## config.mk

```make
export PLATFORM = sky130hd
export DESIGN_NAME = fp_special_unit
export DESIGN_NICKNAME = d
export VERILOG_FILES = /design/src/rtl/fp_special_unit.sv
export SDC_FILE = /design/constraint.sdc
export NUM_CORES = 1
export LEC_CHECK = 0
export CAP_MARGIN = 20
export CORE_MARGIN = 5
export CORE_UTILIZATION = 49
export CTS_CLUSTER_DIAMETER = 150
export DETAILED_ROUTE_END_ITERATION = 8
export GPL_ROUTABILITY_DRIVEN = 0
export HOLD_SLACK_MARGIN = 0.12
export MAX_ROUTING_LAYER = met4
export PLACE_DENSITY = 0.86
export SETUP_SLACK_MARGIN = 0.2
export SYNTH_ARGS = -nofsm -noshare
export SYNTH_HDL_FRONTEND = slang
export SYNTH_SLANG_ARGS = --single-unit
```

## constraint.sdc

```tcl
create_clock -name clk -period 1.95 [get_ports clk]
set_input_delay 0.2925 -clock clk [delete_from_list [all_inputs] [get_ports clk]]
set_output_delay 0.2925 -clock clk [all_outputs]
set_load 0.01 [all_outputs]
```

## src/rtl/fp_special_unit.sv

```systemverilog
// Two-stage IEEE-754 operand classifier and special-result predictor for add/sub/mul/div.
// Define FP_SPECIAL_DAZ_EN to treat subnormal operands as signed zeros (denormals-are-zero).
module fp_special_unit #(
  parameter int EXP_W  = 8,
  parameter int FRAC_W = 23,
  localparam int W     = EXP_W + FRAC_W + 1
) (
  input  logic         clk,
  input  logic         rst,
  input  logic         in_valid,
  output logic         in_ready,
  input  logic [W-1:0] in_a,
  input  logic [W-1:0] in_b,
  input  logic [1:0]   in_op,
  output logic         out_valid,
  input  logic         out_ready,
  output logic [5:0]   out_class_a,
  output logic [5:0]   out_class_b,
  output logic         out_bypass,
  output logic [W-1:0] out_result,
  output logic         out_invalid,
  output logic         out_divzero,
  input  logic         flag_clr,
  output logic         sticky_invalid,
  output logic         sticky_divzero
);

  localparam int C_SNAN = 5;
  localparam int C_QNAN = 4;
  localparam int C_INF  = 3;
  localparam int C_NORM = 2;
  localparam int C_SUB  = 1;
  localparam int C_ZERO = 0;

  localparam logic [1:0] OP_ADD = 2'b00;
  localparam logic [1:0] OP_SUB = 2'b01;
  localparam logic [1:0] OP_MUL = 2'b10;
  localparam logic [1:0] OP_DIV = 2'b11;

  localparam logic [W-1:0] QNAN = {1'b0, {EXP_W{1'b1}}, 1'b1, {(FRAC_W-1){1'b0}}};

  function automatic logic [5:0] classify(input logic [W-2:0] mag);
    logic [EXP_W-1:0]  e;
    logic [FRAC_W-1:0] f;
    logic [5:0]        c;
    e = mag[W-2:FRAC_W];
    f = mag[FRAC_W-1:0];
    c = '0;
    if (&e) begin
      if (f == '0)            c[C_INF]  = 1'b1;
      else if (f[FRAC_W-1])   c[C_QNAN] = 1'b1;
      else                    c[C_SNAN] = 1'b1;
    end else if (e == '0) begin
      if (f == '0) begin
        c[C_ZERO] = 1'b1;
      end else begin
`ifdef FP_SPECIAL_DAZ_EN
        c[C_ZERO] = 1'b1;
`else
        c[C_SUB]  = 1'b1;
`endif
      end
    end else begin
      c[C_NORM] = 1'b1;
    end
    return c;
  endfunction

  function automatic logic [W-1:0] mk_inf(input logic s);
    return {s, {EXP_W{1'b1}}, {FRAC_W{1'b0}}};
  endfunction

  function automatic logic [W-1:0] mk_zero(input logic s);
    return {s, {(W-1){1'b0}}};
  endfunction

  // Handshake: stage 1 may advance whenever stage 2 is empty or draining.
  logic s1_valid_q, s1_valid_d;
  logic s2_valid_q, s2_valid_d;
  logic adv1;
  logic out_fire;

  assign adv1      = ~s2_valid_q | out_ready;
  assign in_ready  = ~s1_valid_q | adv1;
  assign out_fire  = s2_valid_q & out_ready;
  assign out_valid = s2_valid_q;

  // Per-operand classification of the incoming pair.
  logic [W-2:0] in_mag [2];
  logic [5:0]   in_cls [2];

  assign in_mag[0] = in_a[W-2:0];
  assign in_mag[1] = in_b[W-2:0];

  generate
    for (genvar gi = 0; gi < 2; gi++) begin : g_cls
      assign in_cls[gi] = classify(in_mag[gi]);
    end
  endgenerate

  // Stage 1 state
  logic [W-1:0] s1_a_q, s1_a_d;
  logic [W-1:0] s1_b_q, s1_b_d;
  logic [1:0]   s1_op_q, s1_op_d;
  logic [5:0]   s1_cls_a_q, s1_cls_a_d;
  logic [5:0]   s1_cls_b_q, s1_cls_b_d;

  always_comb begin
    s1_valid_d = s1_valid_q;
    s1_a_d     = s1_a_q;
    s1_b_d     = s1_b_q;
    s1_op_d    = s1_op_q;
    s1_cls_a_d = s1_cls_a_q;
    s1_cls_b_d = s1_cls_b_q;
    if (in_ready) begin
      s1_valid_d = in_valid;
      s1_a_d     = in_a;
      s1_b_d     = in_b;
      s1_op_d    = in_op;
      s1_cls_a_d = in_cls[0];
      s1_cls_b_d = in_cls[1];
    end
  end

  // Special-value decision from the stage-1 registers
  logic a_sign, b_sign, sb_eff, s_prod;
  logic a_snan, b_snan, a_nan, b_nan, a_inf, b_inf, a_zero, b_zero;

  assign a_sign = s1_a_q[W-1];
  assign b_sign = s1_b_q[W-1];
  assign sb_eff = b_sign ^ (s1_op_q == OP_SUB);
  assign s_prod = a_sign ^ b_sign;
  assign a_snan = s1_cls_a_q[C_SNAN];
  assign b_snan = s1_cls_b_q[C_SNAN];
  assign a_nan  = s1_cls_a_q[C_SNAN] | s1_cls_a_q[C_QNAN];
  assign b_nan  = s1_cls_b_q[C_SNAN] | s1_cls_b_q[C_QNAN];
  assign a_inf  = s1_cls_a_q[C_INF];
  assign b_inf  = s1_cls_b_q[C_INF];
  assign a_zero = s1_cls_a_q[C_ZERO];
  assign b_zero = s1_cls_b_q[C_ZERO];

  logic         spc_bypass;
  logic [W-1:0] spc_result;
  logic         spc_invalid;
  logic         spc_divzero;

  always_comb begin
    spc_bypass  = 1'b1;
    spc_result  = '0;
    spc_invalid = 1'b0;
    spc_divzero = 1'b0;
    if (a_snan | b_snan) begin
      spc_result  = QNAN;
      spc_invalid = 1'b1;
    end else begin
      case (s1_op_q)
        OP_ADD, OP_SUB: begin
          if (a_nan | b_nan) begin
            spc_result = QNAN;
          end else if (a_inf & b_inf & (a_sign ^ sb_eff)) begin
            spc_result  = QNAN;
            spc_invalid = 1'b1;
          end else if (a_inf) begin
            spc_result = mk_inf(a_sign);
          end else if (b_inf) begin
            spc_result = mk_inf(sb_eff);
          end else if (a_zero & b_zero) begin
            spc_result = mk_zero(a_sign & sb_eff);
          end else if (a_zero) begin
            spc_result = {sb_eff, s1_b_q[W-2:0]};
          end else if (b_zero) begin
            spc_result = s1_a_q;
          end else begin
            spc_bypass = 1'b0;
          end
        end
        OP_MUL: begin
          if (a_nan | b_nan) begin
            spc_result = QNAN;
          end else if ((a_zero & b_inf) | (a_inf & b_zero)) begin
            spc_result  = QNAN;
            spc_invalid = 1'b1;
          end else if (a_inf | b_inf) begin
            spc_result = mk_inf(s_prod);
          end else if (a_zero | b_zero) begin
            spc_result = mk_zero(s_prod);
          end else begin
            spc_bypass = 1'b0;
          end
        end
        default: begin
          // Rule order makes A finite and nonzero by the time B==0 is tested.
          if (a_nan | b_nan) begin
            spc_result = QNAN;
          end else if ((a_zero & b_zero) | (a_inf & b_inf)) begin
            spc_result  = QNAN;
            spc_invalid = 1'b1;
          end else if (a_inf) begin
            spc_result = mk_inf(s_prod);
          end else if (b_zero) begin
            spc_result  = mk_inf(s_prod);
            spc_divzero = 1'b1;
          end else if (a_zero | b_inf) begin
            spc_result = mk_zero(s_prod);
          end else begin
            spc_bypass = 1'b0;
          end
        end
      endcase
    end
  end

  // Stage 2 state: everything visible on the out_* ports
  logic [5:0]   out_class_a_q, out_class_a_d;
  logic [5:0]   out_class_b_q, out_class_b_d;
  logic         out_bypass_q, out_bypass_d;
  logic [W-1:0] out_result_q, out_result_d;
  logic         out_invalid_q, out_invalid_d;
  logic         out_divzero_q, out_divzero_d;
  logic         sticky_inv_q, sticky_inv_d;
  logic         sticky_dz_q, sticky_dz_d;

  always_comb begin
    s2_valid_d    = s2_valid_q;
    out_class_a_d = out_class_a_q;
    out_class_b_d = out_class_b_q;
    out_bypass_d  = out_bypass_q;
    out_result_d  = out_result_q;
    out_invalid_d = out_invalid_q;
    out_divzero_d = out_divzero_q;
    if (adv1) begin
      s2_valid_d    = s1_valid_q;
      out_class_a_d = s1_cls_a_q;
      out_class_b_d = s1_cls_b_q;
      out_bypass_d  = spc_bypass;
      out_result_d  = spc_result;
      out_invalid_d = spc_invalid;
      out_divzero_d = spc_divzero;
    end
    // Set dominates a simultaneous clear.
    sticky_inv_d = (sticky_inv_q & ~flag_clr) | (out_fire & out_invalid_q);
    sticky_dz_d  = (sticky_dz_q  & ~flag_clr) | (out_fire & out_divzero_q);
  end

  always_ff @(posedge clk) begin
    if (rst) begin
      s1_valid_q    <= 1'b0;
      s1_a_q        <= '0;
      s1_b_q        <= '0;
      s1_op_q       <= '0;
      s1_cls_a_q    <= '0;
      s1_cls_b_q    <= '0;
      s2_valid_q    <= 1'b0;
      out_class_a_q <= '0;
      out_class_b_q <= '0;
      out_bypass_q  <= 1'b0;
      out_result_q  <= '0;
      out_invalid_q <= 1'b0;
      out_divzero_q <= 1'b0;
      sticky_inv_q  <= 1'b0;
      sticky_dz_q   <= 1'b0;
    end else begin
      s1_valid_q    <= s1_valid_d;
      s1_a_q        <= s1_a_d;
      s1_b_q        <= s1_b_d;
      s1_op_q       <= s1_op_d;
      s1_cls_a_q    <= s1_cls_a_d;
      s1_cls_b_q    <= s1_cls_b_d;
      s2_valid_q    <= s2_valid_d;
      out_class_a_q <= out_class_a_d;
      out_class_b_q <= out_class_b_d;
      out_bypass_q  <= out_bypass_d;
      out_result_q  <= out_result_d;
      out_invalid_q <= out_invalid_d;
      out_divzero_q <= out_divzero_d;
      sticky_inv_q  <= sticky_inv_d;
      sticky_dz_q   <= sticky_dz_d;
    end
  end

  assign out_class_a    = out_class_a_q;
  assign out_class_b    = out_class_b_q;
  assign out_bypass     = out_bypass_q;
  assign out_result     = out_result_q;
  assign out_invalid    = out_invalid_q;
  assign out_divzero    = out_divzero_q;
  assign sticky_invalid = sticky_inv_q;
  assign sticky_divzero = sticky_dz_q;

endmodule

```

# == Yosys cells after proc, flatten, opt, wreduce, memory -nomap -nowiden ==
# Cells that the tools add are included.
# W data, S select, Z words.
# classes
eq_ne,2
reduce_logical,9
bitwise,30
mux,67
# op_table
operator,n
$mux W32,17
$pmux W32 S2,1
$logic_not A23 Y1,2
$mux W1,39
$logic_not A8 Y1,2
$reduce_and A8 Y1,2
$or A1 B1 Y1,13
$mux W3,4
$and A1 B1 Y1,11
$mux W2,4
$pmux W1 S2,2
$not A1 Y1,3
$reduce_or A3 Y1,1
$xor A1 B1 Y1,3
$eq A2 B1 Y1 const B,1
$eq A2 B2 Y1 const B,1
$logic_not A2 Y1,1
$reduce_or A2 Y1,1
# totals
in_bits,71
output_inout_bits,51
word_cells,123
reg_bits,129

# == Depth between registers and ports, before layout ==
# Gate-level depths: netlist (run 1).
# logic_depth
ltp_word,10
mapped_depth,9
ltp_nobuf,8

# == Worst setup path before layout (run 1) ==
# No wires, ideal clock.
# synth_path
path_kind,register to register
startpoint,register s1_op_q[1]
endpoint,"register out_result_q[31], in the netlist out_result[31]"
t_arrival_ns,1.647
slack_ns,0.202
synth_period_minus_slack_ns,1.748
n_path_buf,1
stages_incl_launch_ff,10
setup_time_ns,0.101
path_cell_list,dfxtp_1 buf_2 nand2b_1 xnor2_1 ha_1 nand2_1 nand2_1 a211oi_1 a32oi_1 o41ai_1
# synth_via
elab_chain_cells,10
# synth_lines
element,line_no,rtl
from (decl),104,"logic [1:0] s1_op_q, s1_op_d;"
from (signal assigned),266,s1_op_q <= s1_op_d;
$eq A2 B1 Y1,"131, 156",
$xor A1 B1 Y1,131,assign sb_eff = b_sign ^ (s1_op_q == OP_SUB);
$mux W32 / $and A1 B1 Y1 (equally long branches),"169, 168",
$mux W32,167,end else if (a_zero & b_zero) begin
$mux W32,165,end else if (b_inf) begin
$mux W32,163,end else if (a_inf) begin
$mux W32,160,end else if (a_inf & b_inf & (a_sign ^ sb_eff)) begin
$mux W32,158,if (a_nan | b_nan) begin
$pmux W32 S2 *,156,case (s1_op_q)
$mux W32 *,152,if (a_snan | b_snan) begin
to (signal assigned),273,out_result_q <= out_result_d;
to (decl),217,"logic [W-1:0] out_result_q, out_result_d;"
# Mark *: on every way between the ends. The rest lies on a longest branch, timed or not.
# A chain may end at the register's enable or synchronous reset.

# == Worst setup path in the final report (run 1) ==
# layout_path
startpoint,"register out_result_q[31], in the netlist out_result[31]"
endpoint,output out_result[31]
# layout_lines
element,line_no,rtl
to (decl),20,"output logic [W-1:0] out_result,"
# No word-level cell between the ends.

==> results of run 1 <==
registers in the layout (all words and copies together) (netlist names):
| signal | flops |
|---|---|
| out_class_a | 6 |
| out_class_b | 6 |
| out_result | 32 |
| s1_valid_q | 1 |
| s1_op_q | 2 |
| s1_cls_a_q | 6 |
| out_bypass | 1 |
| sticky_invalid | 1 |
| out_valid | 1 |
| s1_cls_b_q | 6 |
| s1_a_q | 32 |
| sticky_divzero | 1 |
| out_invalid | 1 |
| s1_b_q | 32 |
| out_divzero | 1 |
routing by layer:
layer / wire length [um] / GRT usage / up-vias
met5: 0 / - / -
met4: 584 / 0.113 / 0
met3: 1270 / 0.0663 / 59
met2: 7950 / 0.417 / 295
met1: 6090 / 0.292 / 2449
li1: - / - / 2475
synthesized netlist by cell type, types with 3 or more instances:
library cell	instances	area share
a21oi_1	99	0.097
a22o_1	9	0.015
a22oi_1	28	0.041
a32oi_1	4	0.0068
buf_2	12	0.012
clkbuf_1	32	0.023
dfxtp_1	129	0.50
nand2_1	193	0.14
nand2b_1	3	0.0037
nand3_1	4	0.0039
nand4_1	6	0.0073
nor2_1	33	0.024
nor2b_1	3	0.0037
nor3_1	14	0.014
nor4_1	17	0.021
o21ai_0	23	0.022
final cells by class:
cell class | count | area [sq um] | area share
Sequential cell | 129 | 2590 | 0.357
Multi-Input combinational cell | 464 | 2370 | 0.327
Timing Repair Buffer | 151 | 1500 | 0.207
Clock buffer | 18 | 428 | 0.0590
Clock inverter | 14 | 176 | 0.0243
Tap cell | 136 | 170 | 0.0235
Inverter | 4 | 15.0 | 0.00207
where the power goes:
group	switching [uW]	leakage (uW)	internal, uW
logic	226	0.00155	244
clock network	1210	0.000293	2000
registers	56.4	0.00106	2730
stage by stage:
| stage | setup TNS (ns) | cells | setup slack (ns) |
|---|---|---|---|
| floorplan | 0 | 646 | 0.202 |
| global placement | -0.0934 | 880 | -0.0618 |
| detailed placement | -0.202 | 880 | -0.0745 |
| CTS | 0 | 914 | 0.199 |
| global route | 0 | 916 | 0.158 |
| finish | 0 | 916 | 0.241 |
worst max-delay path by stage:
stage                                              to  cells past startpoint
after global routing      out_result[22]$_SDFFE_PP0P_                      7
after CTS                                    in_ready                      4
after global placement                       in_ready                      5
final                                  out_result[31]                      1
after floorplan           out_result[31]$_SDFFE_PP0P_                      9
after detailed placement                     in_ready                      5
cells in the final DEF (no fill, tap or decap), types with 9 or more instances in the layout:
cell type	n
a22o_1	9
buf_4	27
a22oi_1	28
nor3_1	13
nand2_1	193
o21ai_0	21
a21oi_1	98
clkbuf_16	17
nor4_1	17
dfxtp_1	125
clkdlybuf4s50_1	109
nor2_1	33
cells by family (layout without fill, tap and decap cells):
| logic type | after synthesis | count (layout) | share of synthesized area |
|---|---|---|---|
| xor gates and xnor gates | 2 | 2 | 0.00342 |
| DFF | 129 | 129 | 0.505 |
| and+or+nand+nor | 287 | 287 | 0.243 |
| adders and majority gates | 1 | 1 | 0.00244 |
| buffers and inverters | 53 | 187 | 0.0455 |
| AOI/OAI and AO/OA | 174 | 174 | 0.201 |
what timing repair did:
action / in CTS / in global routing
resized for setup: 9 / 24
buffers inserted: 2 / 1
pin swaps: 1 / 6
cloned: 0 / 1
setup endpoints to repair: 5 / 38
==> run metrics, run 1 <==
Power Total 6470 uW; Crit path buffers/inverters 1; kind of end point of the critical path primary output; Starting DRT DRC Count 592; Pre-Repair DR Iteration Count 6; I/O Buffers 121; fin area 7250 sq um; critical path startpoint category flop; CTS tree done; Max-Slew Margin vs Limit 0.644; CTS Buf Count 17; drt total wl 15.9 mm; RSZ-0062 raised after global routing yes; critical path startpoint out_result[31]$_SDFFE_PP0P_; sequential fraction of the synthesis area 0.505; Worst VDD drop 0.609 mV; critical path's top delay family buffers and inverters; status finished clean; slew at the pin closest to its max-slew limit 0.533 ns; Layout area overhead 41.7%; root buf cell clkbuf_8; Worst Clk Skew 0.00970 ns; fillcell total 755; cells after synthesis 646; R2R Setup Slk 0.25 ns; cts hold-fix bufs 0; die area 12600 sq um; Final Setup Violations 0; layout cells sized above 1 0.105; Placeable Area 10300 sq um; Layout Nets 839; # diodes 0; fmax 0.585 GHz; Die X 112 um; worst hold slack 0.194 ns; Ys Warns 0; Hold Violations, Final 0; Final Util 0.706; vias in the first global route 5140; Initial Util 0.498; CP peak stage delay 0.55 ns; Total GRT Usage 0.254; via count 5278; Distinct cells, synth 41; Worst-path clk slew 0.06 ns; TritonCTS Sinks 129; Pwr Density 891 nW/um^2; mapped cell area 5120 sq um; GRT overflow 0; post-route ant nets 0; Hold Path End s1_cls_a_q[3]$_SDFFE_PP0P_; Final period util 0.877; Worst EP arrival 1.42 ns; wire per inst 17.3 um; Worst R2R Start s1_op_q[1]$_SDFFE_PP0P_; HP Start rst; Die Span Y 112 um; worst-path fanout max 2; R2R Path End out_result[4]$_SDFFE_PP0P_; minimum clock period 1.71 ns; leak pwr 0.00290 uW; Hold Crit Class input pin to flop; initial antenna violation count 0; Syn Area/Cell 7.92 sq um; largest net degree at the start of global routing 68; row cnt 37; global-route wire length before repair 25.3 mm; commonest register cell after synthesis dfxtp_1; Critical Path RT 1.66 ns; DR vias/cell 5.76; hold depth 2; crit path kind flop to primary output; r2r worst-path depth 7; residual DRC count 0; hpwl dp 10.7 mm; CP cell instances clkdlybuf4s50_1; CTS max path bufs 2; Post-synth EDFFs 0; Cell Area, Placed 6510 sq um; worst-skew pair later-pin latency 0.52 ns; MaxCap Viol Count 0; Syn Nets 718; ys async rst share 0; htree depth 4; Worst path slowest cell clkdlybuf4s50_1; #FFs+latches synth 129; final slew viol count 0; I/O pin cnt 122
Note: power is estimated with default switching activity, not from simulation.
==> run 2, diff against run 1 <==
--- a/config.mk
+++ b/config.mk
@@ -12,9 +12,9 @@
 export DETAILED_ROUTE_END_ITERATION = 8
 export GPL_ROUTABILITY_DRIVEN = 0
 export HOLD_SLACK_MARGIN = 0.12
-export MAX_ROUTING_LAYER = met4
 export PLACE_DENSITY = 0.86
 export SETUP_SLACK_MARGIN = 0.2
+export SKIP_LAST_GASP = 1
 export SYNTH_ARGS = -nofsm -noshare
 export SYNTH_HDL_FRONTEND = slang
 export SYNTH_SLANG_ARGS = --single-unit
==> run 2 against run 1 <==
Compared with the run above: clock power barely moved; power barely moved; clock skew fell by 0.0019 ns; critical endpoint is now out_result[4]$_SDFFE_PP0P_; largest cell class unchanged.
==> run metrics, run 2 (same netlist as run 1, synthesis figures left out) <==
row cnt 37 (unchanged); initial antenna violation count 0 (unchanged); Worst VDD drop 0.475 mV (-22%); HP Start rst; sw frac 0.230 (-0.000567); multi-input logic area 2370 sq um (-0.26%); Cell Area, Placed 6510 sq um (unchanged); met2 usage 0.418 (+0.00119); Worst-path clk slew 0.06 ns (about the same); wire per inst 17.2 um (-0.62%); TritonCTS Sinks 129 (unchanged); CTS max path bufs 2 (unchanged); slew at the pin closest to its max-slew limit 0.477 ns (-0.0554 ns); root buf cell clkbuf_8; register area 2590 sq um (unchanged); worst-path fanout max 10 (+8); worst hold slack 0.199 ns (+0.00587 ns); Hold Path End s1_cls_a_q[3]$_SDFFE_PP0P_; Pint 4970 uW (about the same); Layout area overhead 41.5%; r2r worst-path depth 7 (unchanged); hpwl dp 10.7 mm (unchanged); CTS tree done; Worst R2R Start s1_op_q[1]$_SDFFE_PP0P_; # diodes 0 (unchanged); Max-Slew Margin vs Limit 0.681 (+0.0370); minimum clock period 1.71 ns (+0.00208 ns); MaxCap Viol Count 0 (unchanged); I/O Buffers 121 (unchanged); layout cells sized above 1 0.105 (unchanged); Final Setup Violations 0 (unchanged); DR vias/cell 5.68 (-1.4%); Starting DRT DRC Count 597 (+0.84%); power share of the clock group 0.496 (about the same); drt total wl 15.8 mm (-0.62%); final slew viol count 0 (unchanged); leak pwr 0.00288 uW (-0.78%); Initial Util 0.498 (unchanged); die area 12600 sq um (unchanged); Psw 1490 uW (-0.33%); global-route track usage on met1 0.290 (-0.00270); Layout Nets 839 (unchanged); worst-skew pair later-pin latency 0.51 ns (about the same); fin cells 916 (unchanged); htree depth 4 (unchanged); R2R Setup Slk 0.24 ns (about the same); critical path startpoint category flop; via count 5203 (-1.4%); vias in the first global route 5145 (+0.097%); Pre-Repair DR Iteration Count 8 (+2); Hold Violations, Final 0 (unchanged); Power Total 6460 uW (about the same); GR peak layer met2; Hold Crit Class input pin to flop; Worst Clk Skew 0.00780 ns (-0.00189 ns); I/O pin cnt 122 (unchanged); fillcell total 757 (+0.26%); fin area 7240 sq um (-0.12%); post-route ant nets 0 (unchanged); Die Span Y 112 um (unchanged); commonest non-fill, non-tap cell in the layout nand2_1; Comb power frac 0.072 (about the same); hold depth 2 (unchanged); GRT overflow 0 (unchanged); residual DRC count 0 (unchanged); Flop pwr share 0.431 (about the same); Pwr Density 892 nW/um^2 (about the same); Placeable Area 10300 sq um (unchanged); most frequent cells in the layout nand2_1 (193), dfxtp_1 (125), clkdlybuf4s50_1 (110), a21oi_1 (98), nor2_1 (33); RSZ-0062 raised after global routing yes; kind of end point of the critical path flop; met3 Use GR 0.0625 (-0.00377); Critical Path RT 2.35 ns (+0.69 ns); R2R Path End out_result[4]$_SDFFE_PP0P_; largest net degree at the start of global routing 68 (unchanged); Total GRT Usage 0.246 (-0.00835); Die X 112 um (unchanged); fmax 0.584 GHz (-0.12%); crit path kind flop to flop; DP Cell Count 880 (unchanged); status finished clean; CTS Buf Count 17 (unchanged); Worst EP arrival 2.11 ns (+0.69 ns); Final period util 0.878 (+0.00107); global-route wire length before repair 25.3 mm (about the same)
run 2: routing by layer:
layer / part of all wire / up-vias / wire, um
li1: - / 2470 / -
met1: 0.38 / 2412 / 6070
met2: 0.51 / 270 / 8040
met3: 0.074 / 51 / 1160
met4: 0.032 / 0 / 513
met5: 0 / - / 0
run 2: worst max-delay path by stage:
| stage | from | to | slack, ns | cells past startpoint |
|---|---|---|---|---|
| 2_1_floorplan | s1_op_q[1]$_SDFFE_PP0P_ | out_result[31]$_SDFFE_PP0P_ | 0.20 | 9 |
| 3_3_place_gp | out_ready | in_ready | -0.06 | 5 |
| 3_5_place_dp | out_ready | in_ready | -0.07 | 5 |
| 4_1_cts | out_valid$_SDFFE_PP0P_ | in_ready | 0.20 | 4 |
| 5_1_grt | s1_cls_a_q[5]$_SDFFE_PP0P_ | out_result[28]$_SDFFE_PP0P_ | 0.15 | 5 |
| 6_report | s1_op_q[1]$_SDFFE_PP0P_ | out_result[4]$_SDFFE_PP0P_ | 0.24 | 7 |
run 2: metrics by stage:
| step | util | setup WS, ns | TNS, ns |
|---|---|---|---|
| CTS | 0.695 | 0.199 | 0 |
| global placement | 0.634 | -0.0618 | -0.0934 |
| floorplan | - | 0.202 | 0 |
| finish | 0.705 | 0.239 | 0 |
| global route | 0.705 | 0.154 | 0 |
| detailed placement | 0.634 | -0.0745 | -0.202 |
run 2: power groups by stage:
stage	clock network, uW	registers [uW]	logic (uW)
after floorplan	0	2830	178
after global placement	0	2830	422
after detailed placement	0	2840	434
after CTS	3220	2780	446
after global routing	3380	2790	505
final	3210	2790	468
run 2: timing repair:
item / CTS / global route
endpoints found under the hold margin: 0 / 0
pin swaps: 1 / 6
endpoints found under the setup margin: 5 / 37
resized for setup: 9 / 22
gates cloned: 0 / 1
hold buffers: 0 / 0
setup buffers: 2 / 1
run 2: critical path, cell delays in order, from the launching register on:
cell	delay, ns
dfxtp_1	0.33
buf_4	0.16
clkinv_1	0.32
and3_4	0.29
nand4b_1	0.09
buf_4	0.16
clkbuf_16	0.16
o21ai_0	0.09
run 2: area by class of cell:
class | instances | share of cell area
Sequential cell | 129 | 0.357
Clock buffer | 18 | 0.0591
Multi-Input combinational cell | 464 | 0.327
Tap cell | 136 | 0.0235
Timing Repair Buffer | 151 | 0.207
Inverter | 4 | 0.00207
Clock inverter | 14 | 0.0244
